**src/rtl/carry_save_accumulate.sv**
```systemverilog
// carry_save_accumulate: streaming multi-operand accumulator.
// Operands are folded into a redundant sum/carry pair with one 3:2
// compression per accepted beat. At end of frame, a chunked
// carry-propagate resolve (L bits per cycle) produces the binary sum.
//
// Handshake: an input beat transfers on a rising edge where
// in_valid & in_ready are both high. A result transfers on a rising edge
// where out_valid & out_ready are both high. A valid output holds c/co/beats
// stable until it transfers. in_ready and out_valid depend only on
// registered state.
module carry_save_accumulate #(
  parameter int N = 32,
  parameter int M = 8,
  parameter int L = 8
) (
  input  logic         clk,
  input  logic         rst,
  input  logic         in_valid,
  output logic         in_ready,
  input  logic [N-1:0] a,
  input  logic         ci,
  input  logic         last,
  output logic         out_valid,
  input  logic         out_ready,
  output logic [N-1:0] c,
  output logic         co,
  output logic [M:0]   beats
);

  localparam int W  = N + M;
  localparam int R  = W / L;
  localparam int IW = (R > 1) ? $clog2(R) : 1;

  // Beat counts above 2^M can overflow the guard bits.
  localparam logic [M:0] GUARD_LIM = {1'b1, {M{1'b0}}};

  typedef enum logic [1:0] {
    ACCUM   = 2'd0,
    RESOLVE = 2'd1,
    OUTPUT  = 2'd2
  } state_t;

  state_t state;
  state_t state_nxt;

  logic          first;
  logic [W-1:0]  s_vec;
  logic [W-1:0]  k_vec;
  logic [W-1:0]  res;
  logic [M:0]    cnt;
  logic [IW-1:0] idx;
  logic          rcarry;
  logic          ov_q;
  logic [N-1:0]  c_q;
  logic          co_q;
  logic [M:0]    beats_q;

  logic          accept;
  logic          handshake;
  logic [W-1:0]  a_ext;
  logic [W-1:0]  maj;
  logic [L:0]    chunk_sum;

  // Handshake decode, operand extension and the current resolve chunk.
  always_comb begin
    in_ready  = (state == ACCUM);
    out_valid = ov_q;
    accept    = in_ready & in_valid;
    handshake = ov_q & out_ready;
    a_ext     = W'(a);
    maj       = (s_vec & k_vec) | (s_vec & a_ext) | (k_vec & a_ext);
    chunk_sum = {1'b0, s_vec[int'(idx)*L +: L]}
              + {1'b0, k_vec[int'(idx)*L +: L]}
              + (L+1)'(rcarry);
    c         = c_q;
    co        = co_q;
    beats     = beats_q;
  end

  // Next-state decode for the frame/resolve/output sequence.
  always_comb begin
    state_nxt = state;
    case (state)
      ACCUM:   if (accept && last)         state_nxt = RESOLVE;
      RESOLVE: if (idx == IW'(R - 1))      state_nxt = OUTPUT;
      OUTPUT:  if (handshake)              state_nxt = ACCUM;
      default:                             state_nxt = ACCUM;
    endcase
  end

  // State register.
  always_ff @(posedge clk) begin
    if (rst) state <= ACCUM;
    else     state <= state_nxt;
  end

  // Carry-save accumulation, chunked resolve and registered result.
  always_ff @(posedge clk) begin
    if (rst) begin
      first   <= 1'b1;
      s_vec   <= '0;
      k_vec   <= '0;
      res     <= '0;
      cnt     <= '0;
      idx     <= '0;
      rcarry  <= 1'b0;
      ov_q    <= 1'b0;
      c_q     <= '0;
      co_q    <= 1'b0;
      beats_q <= '0;
    end else begin
      case (state)
        ACCUM: begin
          if (accept) begin
            if (first) begin
              s_vec <= a_ext;
              k_vec <= W'(ci);
              cnt   <= (M+1)'(1);
              first <= 1'b0;
            end else begin
              s_vec <= s_vec ^ k_vec ^ a_ext;
              k_vec <= maj << 1;
              cnt   <= (cnt == '1) ? cnt : cnt + 1'b1;
            end
            if (last) begin
              idx    <= '0;
              rcarry <= 1'b0;
            end
          end
        end
        RESOLVE: begin
          res[int'(idx)*L +: L] <= chunk_sum[L-1:0];
          rcarry                <= chunk_sum[L];
          idx                   <= idx + 1'b1;
        end
        OUTPUT: begin
          // First cycle in OUTPUT latches the result; it then holds until taken.
          if (!ov_q) begin
            ov_q    <= 1'b1;
            c_q     <= res[N-1:0];
            co_q    <= (|res[W-1:N]) | (cnt > GUARD_LIM);
            beats_q <= cnt;
          end else if (out_ready) begin
            ov_q  <= 1'b0;
            first <= 1'b1;
          end
        end
        default: ;
      endcase
    end
  end

endmodule

```
**config.mk**
```make
export PLATFORM = sky130hd
export DESIGN_NAME = carry_save_accumulate
export DESIGN_NICKNAME = d
export VERILOG_FILES = /design/src/rtl/carry_save_accumulate.sv
export SDC_FILE = /design/constraint.sdc
export NUM_CORES = 1
export LEC_CHECK = 0
export BUFFER_PORTS_ARGS = -buffer_cell sky130_fd_sc_hd__buf_2
export CELL_PAD_IN_SITES_DETAIL_PLACEMENT = 1
export CELL_PAD_IN_SITES_GLOBAL_PLACEMENT = 2
export CORE_MARGIN = 2
export CORE_UTILIZATION = 35
export DETAILED_ROUTE_END_ITERATION = 7
export PLACE_DENSITY = 0.83
export SYNTH_ARGS = -nofsm -noshare
export SYNTH_HDL_FRONTEND = slang
export SYNTH_SLANG_ARGS = --single-unit
```
**constraint.sdc**
```tcl
create_clock -name clk -period 7.83 [get_ports clk]
set_input_delay 0.3915 -clock clk [delete_from_list [all_inputs] [get_ports clk]]
set_output_delay 0.3915 -clock clk [all_outputs]
set_load 0.01 [all_outputs]
```
# == After elaboration in Yosys (flattened, before gate mapping) ==
# Index checks and enable logic that the tools add are counted.
# totals
output_inout_bits,44
word_cells,77
ff_bits,179
# op_classes
n_reduce_logical,11
add_sub_neg,5
eq_ne,12
mux,21
shifts,4
magnitude_cmp,1
n_bitwise,11
# op_table
op,n
two-way mux 40 bit,2
variable part select 40 x 7 -> 8 bit,2
AND 39 x 32 -> 39 bit,2
bitwise OR 39 bit,2
bitwise mux 40 bit,1
variable shift 8 x 33 -> 40 bit (first input constant),1
variable part select 8 x 33 -> 40 bit,1
bitwise XOR 40 x 32 -> 40 bit,1
bitwise XOR 40 bit,1
AND 39 bit,1
negator 6 -> 33 bit,1
two-way mux 9 bit,2
!= test 2 bit (second input constant),5
adder 8 x 8 -> 9 bit,1
adder 9 x 1 -> 9 bit,1
adder 9 x 1 -> 9 bit (second input constant),1
equality test 9 bit (second input constant),1
> comparator 9 bit (second input constant),1
AND reduction 3 bit,3
OR reduction 8 bit,1
two-way mux 1 bit,7
two-way mux 2 bit,3
two-way mux 3 bit,2
!= test 2 x 1 -> 1 bit (second input constant),3
other kinds (15),19

# == Longest topological paths before layout ==
# Gate-level depths: netlist of run 1.
# depth
ltp_word,5
mapped_depth,12

# == Worst setup path before layout of run 1 ==
# No wires, ideal clock.
# synth_path
path_kind,flip-flop to flip-flop
from,register idx[0]
to,register res[7]
required_ps,7759
period_less_slack_ps,3264
stages_incl_launch_ff,11
slack_ps,4566
arrival_time_ps,3193
setup_ps,71
path_cell_list,dfxtp_1 > clkbuf_1 > buf_2 > mux4_2 > a22o_1 > fa_1 > a211oi_1 > o211ai_1 > and3_1 > or3_1 > a21oi_1
# synth_between
elab_chain_len,5
elab_cells_between_ends,8
# synth_lines
element,line,source
"start, declared",51,logic [IW-1:0] idx;
"start signal, assigned",134,idx <= idx + 1'b1;
variable part select 40 x 7 -> 8 bit (on tied branches),"72, 73",
adder 8 x 8 -> 9 bit,73,"+ {1'b0, k_vec[int'(idx)*L +: L]}"
adder 9 x 1 -> 9 bit,74,+ (L+1)'(rcarry);
variable part select 8 x 33 -> 40 bit,132,res[int'(idx)*L +: L] <= chunk_sum[L-1:0];
bitwise mux 40 bit (*),132,
"end signal, assigned by index",132,
"end, declared",49,logic [W-1:0] res;
# Every way passes the cells marked *; elsewhere a longest branch is shown, timed or not.
# A chain may end at the register's enable or synchronous reset.

# == Final worst setup path of run 1 ==
# layout_path
from,register idx[2]
to,register res[38]
# The elaborated chain is that of the path after synthesis.

==> metrics.csv, run 1 <==
metric,value,unit
r2r_cells,12,
crit_path_start_kind,register,
fp.dieArea,0.0264,mm2
yosys-top-cells-area,"dfxtp_1 (41%), nand2_1 (10%), fa_1 (7.7%)",
power.internal,0.00153,W
status,"complete, no violations",
ir_worst_vdd,109,uV
postSynthCellCount,1063,
h-tree-depth,4,
cp-startpoint,idx[2],
port_buffers,81,
r2r_end,res[38],
rows,57,
final_nets,1194,
cts_buffer_depth,2,
remaining_drc_errors,0,
hpwl,16900,um
die_x,162,um
drive_gt1_share,13.3,%
placed_cells,1406,
n_antenna_cell,0,
final_cells,1438,
overflow,0,
slew-limit-headroom,38.0,%
wirelength,24100,um
grt_pass1_wl,39400,um
min_period,3450,ps
num_io_pins,82,
synth-edff-count,0,
drv_slew,0,
ys_seq_area_share,40.8,%
r2r_slack,4380,ps
cts_setup_buffers,0,
maxCapViolCount,0,
layout_commonest_cell,nand2_1,
criticalPathCategory,register to register,
syn2layout_area_growth,14.3,%
crit_end,res[38],
yosys.area.top_type,dfxtp_1,
cts_tree,done,
ys.flop_type,dfxtp_1,
gp_congestion,0.772,
design_area,0.0100,mm2
synth_nets,1156,
cp-end-kind,register,
clock_latency,440,ps
setup_violations,0,
grt_usage,18.9,%
fillers,2944,
seqPwrFrac,45.3,%
post_cts_resized,0,
crit_required,8120,ps
synth_warnings,0,
cts.sinks,179,
wl_per_cell,16.8,um
p_leak,3.84,nW
vias_per_cell,5.06,
yosys_register_bits,179,
cp_max_fo,18,
cts_buffers,17,
avgSynthCellArea,8.27,um2
rsz0062_at_grt,false,
drtIter0Drc,427,
period_share,44.0,%
clock_tree.root_cell,clkbuf_16,
r2r-start,idx[2],
switching_share,28.8,%
p_switching,0.000616,W
tightest_slew,929,ps
placement.cell_area,0.00940,mm2
hp-class,input pin to register,
p_clk_share,43.1,%
async_reset_ff_share,0,%
fmax,290,MHz
dr.pass1.iters,4,
die_h,162,um
power_frac_comb,11.6,%
vias,7272,
antenna_found_initial,0,
finalSetupTns,0,ps
power-per-cell-area,213,mW/mm2
yosysTopAreaCellShare,40.8,%
hold_violations,0,
ant_nets,0,
synthDistinctLibCells,54,
fin_worst_skew,17.4,ps
netlist_area,0.00879,mm2
hold_buffers,0,
final_cell_mix,"nand2_1 (234), dfxtp_1 (178), a21oi_1 (110), inv_1 (107), buf_2 (80)",
arrival,3740,ps
grt_pass1_vias,7255,
grt_max_degree,84,
initial_utilization,35.9,%
core,0.0245,mm2
cts.clk_slew.worst_paths,80,ps
==> cells by family after synthesis <==
kind of cell,Yosys count,synth area share [%]
AND/OR/NAND/NOR,371,17.9
AO/OA/AOI/OAI,243,16.6
buffers and inverters,180,7.77
flip-flops,179,40.8
adder cells (fa/ha/maj),55,10.7
multiplexers,28,5.48
XOR/XNOR,7,0.698
==> area by class of cell <==
type                       count  area, um2  area share (%)
timing repair buffer          91        483            4.81
clock buffer                  17        425            4.24
clock inverter                15        215            2.14
multi-input combinational    704       4530            45.1
inverter                     108        405            4.04
tap                          324        405            4.04
sequential                   179       3580            35.7
==> cells in the mapped netlist (all sizes together) (3+ instances only) <==
master / n
inv: 107
nor4: 4
clkbuf: 65
nor2b: 8
xor2: 5
nor2: 73
nand3: 9
nand3b: 8
nor3b: 3
nor3: 5
nand2b: 8
mux2i: 11
and3: 3
nand2: 234
a22o: 14
ha: 21
a22oi: 3
mux4: 16
a211oi: 39
fa: 34
dfxtp: 179
o31ai: 7
o21ai: 48
or3: 7
buf: 7
o22ai: 4
a21oi: 110
==> routing by layer <==
metal | up-vias | track usage (%) | wire length (um)
met1 | 3573 | 27.1 | 11800
met5 | - | 0 | 0
met4 | 0 | 4.47 | 250
met3 | 16 | 3.00 | 908
li1 | 3590 | - | -
met2 | 93 | 30.0 | 11100
==> how the worst min path moves through the flow <==
| stage | start | to | cells past startpoint |
|---|---|---|---|
| after detailed placement | res[13] | res[13] | 2 |
| after global placement | s_vec[25] | s_vec[25] | 2 |
| after CTS | ci | k_vec[0] | 3 |
| final | ci | k_vec[0] | 3 |
| after global routing | ci | k_vec[0] | 3 |
| after floorplan | res[11] | res[11] | 2 |
==> power groups by stage <==
stage | Clock [W] | Combinational (W) | Sequential, W
global placement | 0 | 0.000244 | 0.000989
floorplan | 0 | 0.000185 | 0.000973
detailed placement | 0 | 0.000251 | 0.000990
global route | 0.000978 | 0.000285 | 0.000973
finish | 0.000924 | 0.000248 | 0.000969
CTS | 0.000943 | 0.000253 | 0.000969
==> state kept, by name, summed over array words and instances (netlist names) <==
signal and flops:
rcarry 1, k_vec 40, first 1, out_valid 1, beats 9, res 40
s_vec 40, co 1, c 32, state 2, idx 3, cnt 9
==> worst max-delay path, stage by stage (launching register included) <==
cell	delay (ps)
dfxtp_1	440
clkinv_1	440
nor3_1	300
buf_4	240
a22o_1	190
fa_1	220
inv_1	70
fa_1	400
nand2b_1	180
a21oi_1	140
a211oi_1	80
xnor2_1	420
o21ai_0	170
==> metrics by stage <==
stage                     utilization, %  hold WS (ps)  power (W)  worst slack, ps
after floorplan                        -           425    0.00116             4570
final                               41.1           228    0.00214             4380
after CTS                           41.1           216    0.00217             4370
after global placement              38.4           439    0.00123             4520
after global routing                41.1           245    0.00224             4080
after detailed placement            38.4           445    0.00124             4440
(Power assumes the default switching activity.)
==> run 2, diff against run 1 <==
==> constraint.sdc (replaced) <==
create_clock -name clk -period 3.55 [get_ports clk]
set_input_delay 0.1775 -clock clk [delete_from_list [all_inputs] [get_ports clk]]
set_output_delay 0.1775 -clock clk [all_outputs]
set_load 0.01 [all_outputs]
==> run 2 against run 1 <==
Sequential cell count did not move. Via count increased by 0.22%. Clock-buffer cell count unchanged. Cell count increased by 0.49%. Wire length is 3.1% higher. Hold slack got worse by 120 ps. Clock power rose by 110%. Sequential share of layout area decreased by 0.11 points. Fmax rose by 9.3%. Critical path type unchanged.
==> metrics.csv, run 2 (synthesized netlist as in run 1, its figures left out) <==
metric,value,unit
fin_worst_skew,14.9,ps
n_antenna_cell,0,
vias_per_cell,5.04,
die_h,162,um
status,"complete, no violations",
clock_tree.root_cell,clkbuf_16,
drtIter0Drc,398,
maxCapViolCount,0,
cts_buffers,17,
remaining_drc_errors,0,
total_power,0.00463,W
power-per-cell-area,459,mW/mm2
syn2layout_area_growth,14.6,%
reg.largest.list,"k_vec x40, res x40, s_vec x40",
rsz0062_at_grt,false,
initial_utilization,35.9,%
grt_pass1_vias,7551,
wl_per_cell,17.2,um
hold_violations,0,
fin_ws,396,ps
grt_max_degree,113,
p_leak,3.87,nW
crit_required,3890,ps
port_buffers,81,
min_period,3150,ps
cts.clk_slew.worst_paths,70,ps
layout_commonest_cell,nand2_1,
hpwl,18000,um
arrival,3490,ps
cts_setup_buffers,0,
cp_max_fo,9,
cp-end-kind,register,
finalSetupTns,0,ps
h-tree-depth,4,
final_nets,1201,
fillers,2922,
fmax,317,MHz
pre_cts_ws,406,ps
grt_pass1_wl,40800,um
ir_worst_vdd,254,uV
tightest_slew,817,ps
num_io_pins,82,
final_cell_mix,"nand2_1 (234), dfxtp_1 (178), a21oi_1 (110), inv_1 (107), buf_2 (80)",
dr.pass1.iters,4,
crit_path_start_kind,register,
placed_cells,1412,
fp.dieArea,0.0264,mm2
cts_buffer_depth,2,
cts.sinks,179,
overflow,0,
criticalPathCategory,register to register,
period_share,88.8,%
drv_slew,0,
final_cells,1445,
hp-class,input pin to register,
antenna_found_initial,0,
grt_usage,19.7,%
drive_gt1_share,13.7,%
cts_tree,done,
rows,57,
ant_nets,0,
clock_latency,440,ps
die_x,162,um
hold_buffers,1,
setup_violations,0,
slew-limit-headroom,45.5,%
core,0.0245,mm2
vias,7288,
post_cts_resized,0,
gp_congestion,0.827,
wirelength,24900,um
run 2: cell count changes in the layout (fill, tap and decap cells not counted), sizes merged:
cell,before,now
buf,91,97
clkinv,5,8
bufinv,2,0
clkinvlp,1,0
dlygate4sd3,0,1
run 2: layout make-up:
| class | instances | area, um2 | area share, % |
|---|---|---|---|
| Inverter | 108 | 405 | 4.02 |
| Sequential cell | 179 | 3580 | 35.6 |
| Clock buffer | 17 | 425 | 4.22 |
| Timing Repair Buffer | 98 | 551 | 5.46 |
| Multi-Input combinational cell | 704 | 4530 | 44.9 |
| Clock inverter | 15 | 179 | 1.78 |
| Tap cell | 324 | 405 | 4.02 |
run 2: worst paths after layout:
kind | from | end | slack (ps) | depth (start not counted)
max | idx[0] | res[30] | 400 | 10
min | out_ready | out_valid | 110 | 3
max reg2reg | idx[0] | res[30] | 400 | 10
min reg2reg | c[16] | c[16] | 450 | 2
run 2: routing by layer:
metal | up-vias | routed length [um] | share of wire (%) | GRT usage [%]
li1 | 3614 | - | - | -
met1 | 3508 | 11700 | 47 | 26.2
met2 | 126 | 11400 | 46 | 31.8
met3 | 40 | 1190 | 4.8 | 4.48
met4 | 0 | 612 | 2.5 | 6.64
met5 | - | 0 | 0 | 0
run 2: per-stage QoR:
step / utilization, % / hold slack, ps / area, um2
6_report: 41.2 / 108 / 10100
5_1_grt: 41.2 / 107 / 10100
4_1_cts: 41.2 / 99.1 / 10100
3_5_place_dp: 38.7 / 448 / 9460
3_3_place_gp: 38.7 / 439 / 9460
2_1_floorplan: - / 345 / 8790
run 2: power by group:
part / leakage (nW) / switching, W / internal [W]
Combinational: 2.12 / 0.000348 / 0.000208
Clock: 0.295 / 0.000965 / 0.000959
Sequential: 1.45 / 0.0000743 / 0.00207
run 2: worst max-delay path, stage by stage, from the launching register on:
cell,delay [ps]
dfxtp_1,420
buf_4,250
buf_4,210
mux4_2,520
a22o_1,240
ha_1,370
o211ai_1,120
a21oi_1,60
a211oi_1,330
xnor2_1,250
o31ai_1,280
==> run 3, diff against run 2 <==
==> constraint.sdc (replaced) <==
create_clock -name clk -period 3.55 [get_ports clk]
set_input_delay 0.71 -clock clk [delete_from_list [all_inputs] [get_ports clk]]
set_output_delay 0.71 -clock clk [all_outputs]
set_load 0.01 [all_outputs]
==> run 3 against run 2 <==
Final area fell by 0.12%. Worst setup slack worse by 45 ps. Non-clock buffer count decreased by 2. Largest power group unchanged. Highest routed layer unchanged.
==> metrics.csv, run 3 (synthesized netlist as in run 1, its figures left out) <==
metric,value,unit
status,"complete, no violations",
crit_path_start_kind,register,
fin_util,41.1,%
p_leak,3.86,nW
cts.sinks,179,
power-per-cell-area,459,mW/mm2
hold_violations,0,
criticalPathCategory,register to register,
min_period,3200,ps
num_io_pins,82,
finalSetupTns,0,ps
ant_nets,0,
dr.pass1.iters,5,
maxCapViolCount,0,
period_share,90.1,%
final_cell_mix,"nand2_1 (234), dfxtp_1 (178), a21oi_1 (110), inv_1 (107), buf_2 (80)",
cts.clk_slew.worst_paths,80,ps
cp-end-kind,register,
port_buffers,81,
wirelength,24500,um
clock_tree.root_cell,clkbuf_16,
min_delay_path_depth,2,
final_nets,1199,
remaining_drc_errors,0,
fin_worst_skew,16.1,ps
r2r_end,res[21],
cts_tree,done,
r2r-start,idx[0],
fillers,2938,
grt_pass1_wl,40100,um
n_antenna_cell,0,
hp-class,register to register,
arrival,3500,ps
placement.cell_area,0.00945,mm2
vias,7264,
grt_max_degree,113,
cts_setup_buffers,0,
r2r_cells,9,
drv_slew,0,
syn2layout_area_growth,14.5,%
worst_hold_path.endpoint,beats[7],
placed_cells,1411,
crit_required,3850,ps
post_cts_resized,0,
drive_gt1_share,13.7,%
ir_worst_vdd,274,uV
hold_buffers,0,
fp.dieArea,0.0264,mm2
wl_per_cell,17.0,um
overflow,0,
grt_pass1_vias,7377,
die_x,162,um
tightest_slew,686,ps
hpwl,17400,um
setup_violations,0,
clock_latency,440,ps
layout_commonest_cell,nand2_1,
drtIter0Drc,395,
initial_utilization,35.9,%
grt_usage,19.3,%
final_cells,1443,
design_area,0.0101,mm2
rsz0062_at_grt,false,
core,0.0245,mm2
h-tree-depth,4,
min_from,beats[7],
vias_per_cell,5.03,
r2r_slack,350,ps
hold_ws,453,ps
reg.largest.list,"k_vec x40, res x40, s_vec x40",
rows,57,
cts_buffers,17,
cp_max_fo,12,
die_h,162,um
slew-limit-headroom,54.3,%
antenna_found_initial,0,
gp_congestion,0.776,
fmax,313,MHz
cts_buffer_depth,2,
==> run 3: cell count changes in the layout (fill, tap and decap cells not counted), sizes merged <==
cell / change
buf: -1
inv: -1
clkinv: +1
dlygate4sd3: -1
==> run 3: area by class of cell <==
class                           instances  area [um2]  share of cell area [%]
Clock buffer                           17         425                    4.23
Inverter                              108         405                    4.03
Multi-Input combinational cell        704        4530                    45.0
Tap cell                              324         405                    4.03
Timing Repair Buffer                   96         533                    5.30
Sequential cell                       179        3580                    35.6
Clock inverter                         15         184                    1.83
==> run 3: where the power goes <==
part	internal (W)	total, W	switching, W
Clock	0.000958	0.00193	0.000969
Combinational	0.000206	0.000550	0.000344
Sequential	0.00207	0.00214	0.0000734
==> run 3: worst max path at each step <==
| stage | from | endpoint | slack (ps) | depth (start not counted) |
|---|---|---|---|---|
| 2_1_floorplan | idx[0] | res[7] | 290 | 10 |
| 3_3_place_gp | idx[0] | res[39] | 460 | 9 |
| 3_5_place_dp | idx[0] | res[21] | 330 | 9 |
| 4_1_cts | idx[0] | res[21] | 310 | 9 |
| 5_1_grt | idx[0] | res[21] | 100 | 9 |
| 6_report | idx[0] | res[21] | 350 | 9 |
==> run 3: worst max-delay path, stage by stage, from the launching register on <==
cell and delay, ps:
dfxtp_1 500, buf_4 320, mux4_2 540, a22o_1 200
ha_1 340, o21ai_0 310, o21ai_0 120, o21ai_0 200
xor2_1 390, o32ai_1 140
==> run 3: metrics by stage <==
step	worst slack (ps)	total power, W
4_1_cts	315	0.00468
5_1_grt	98.4	0.00484
3_5_place_dp	325	0.00274
6_report	351	0.00462
3_3_place_gp	455	0.00273
2_1_floorplan	286	0.00255
==> run 3: per-layer routing <==
layer	vias up	GRT usage [%]	routed length (um)
met1	3520	27.0	11800
met5	-	0	0
met4	0	4.95	409
li1	3591	-	-
met2	126	30.8	11200
met3	27	3.54	1020
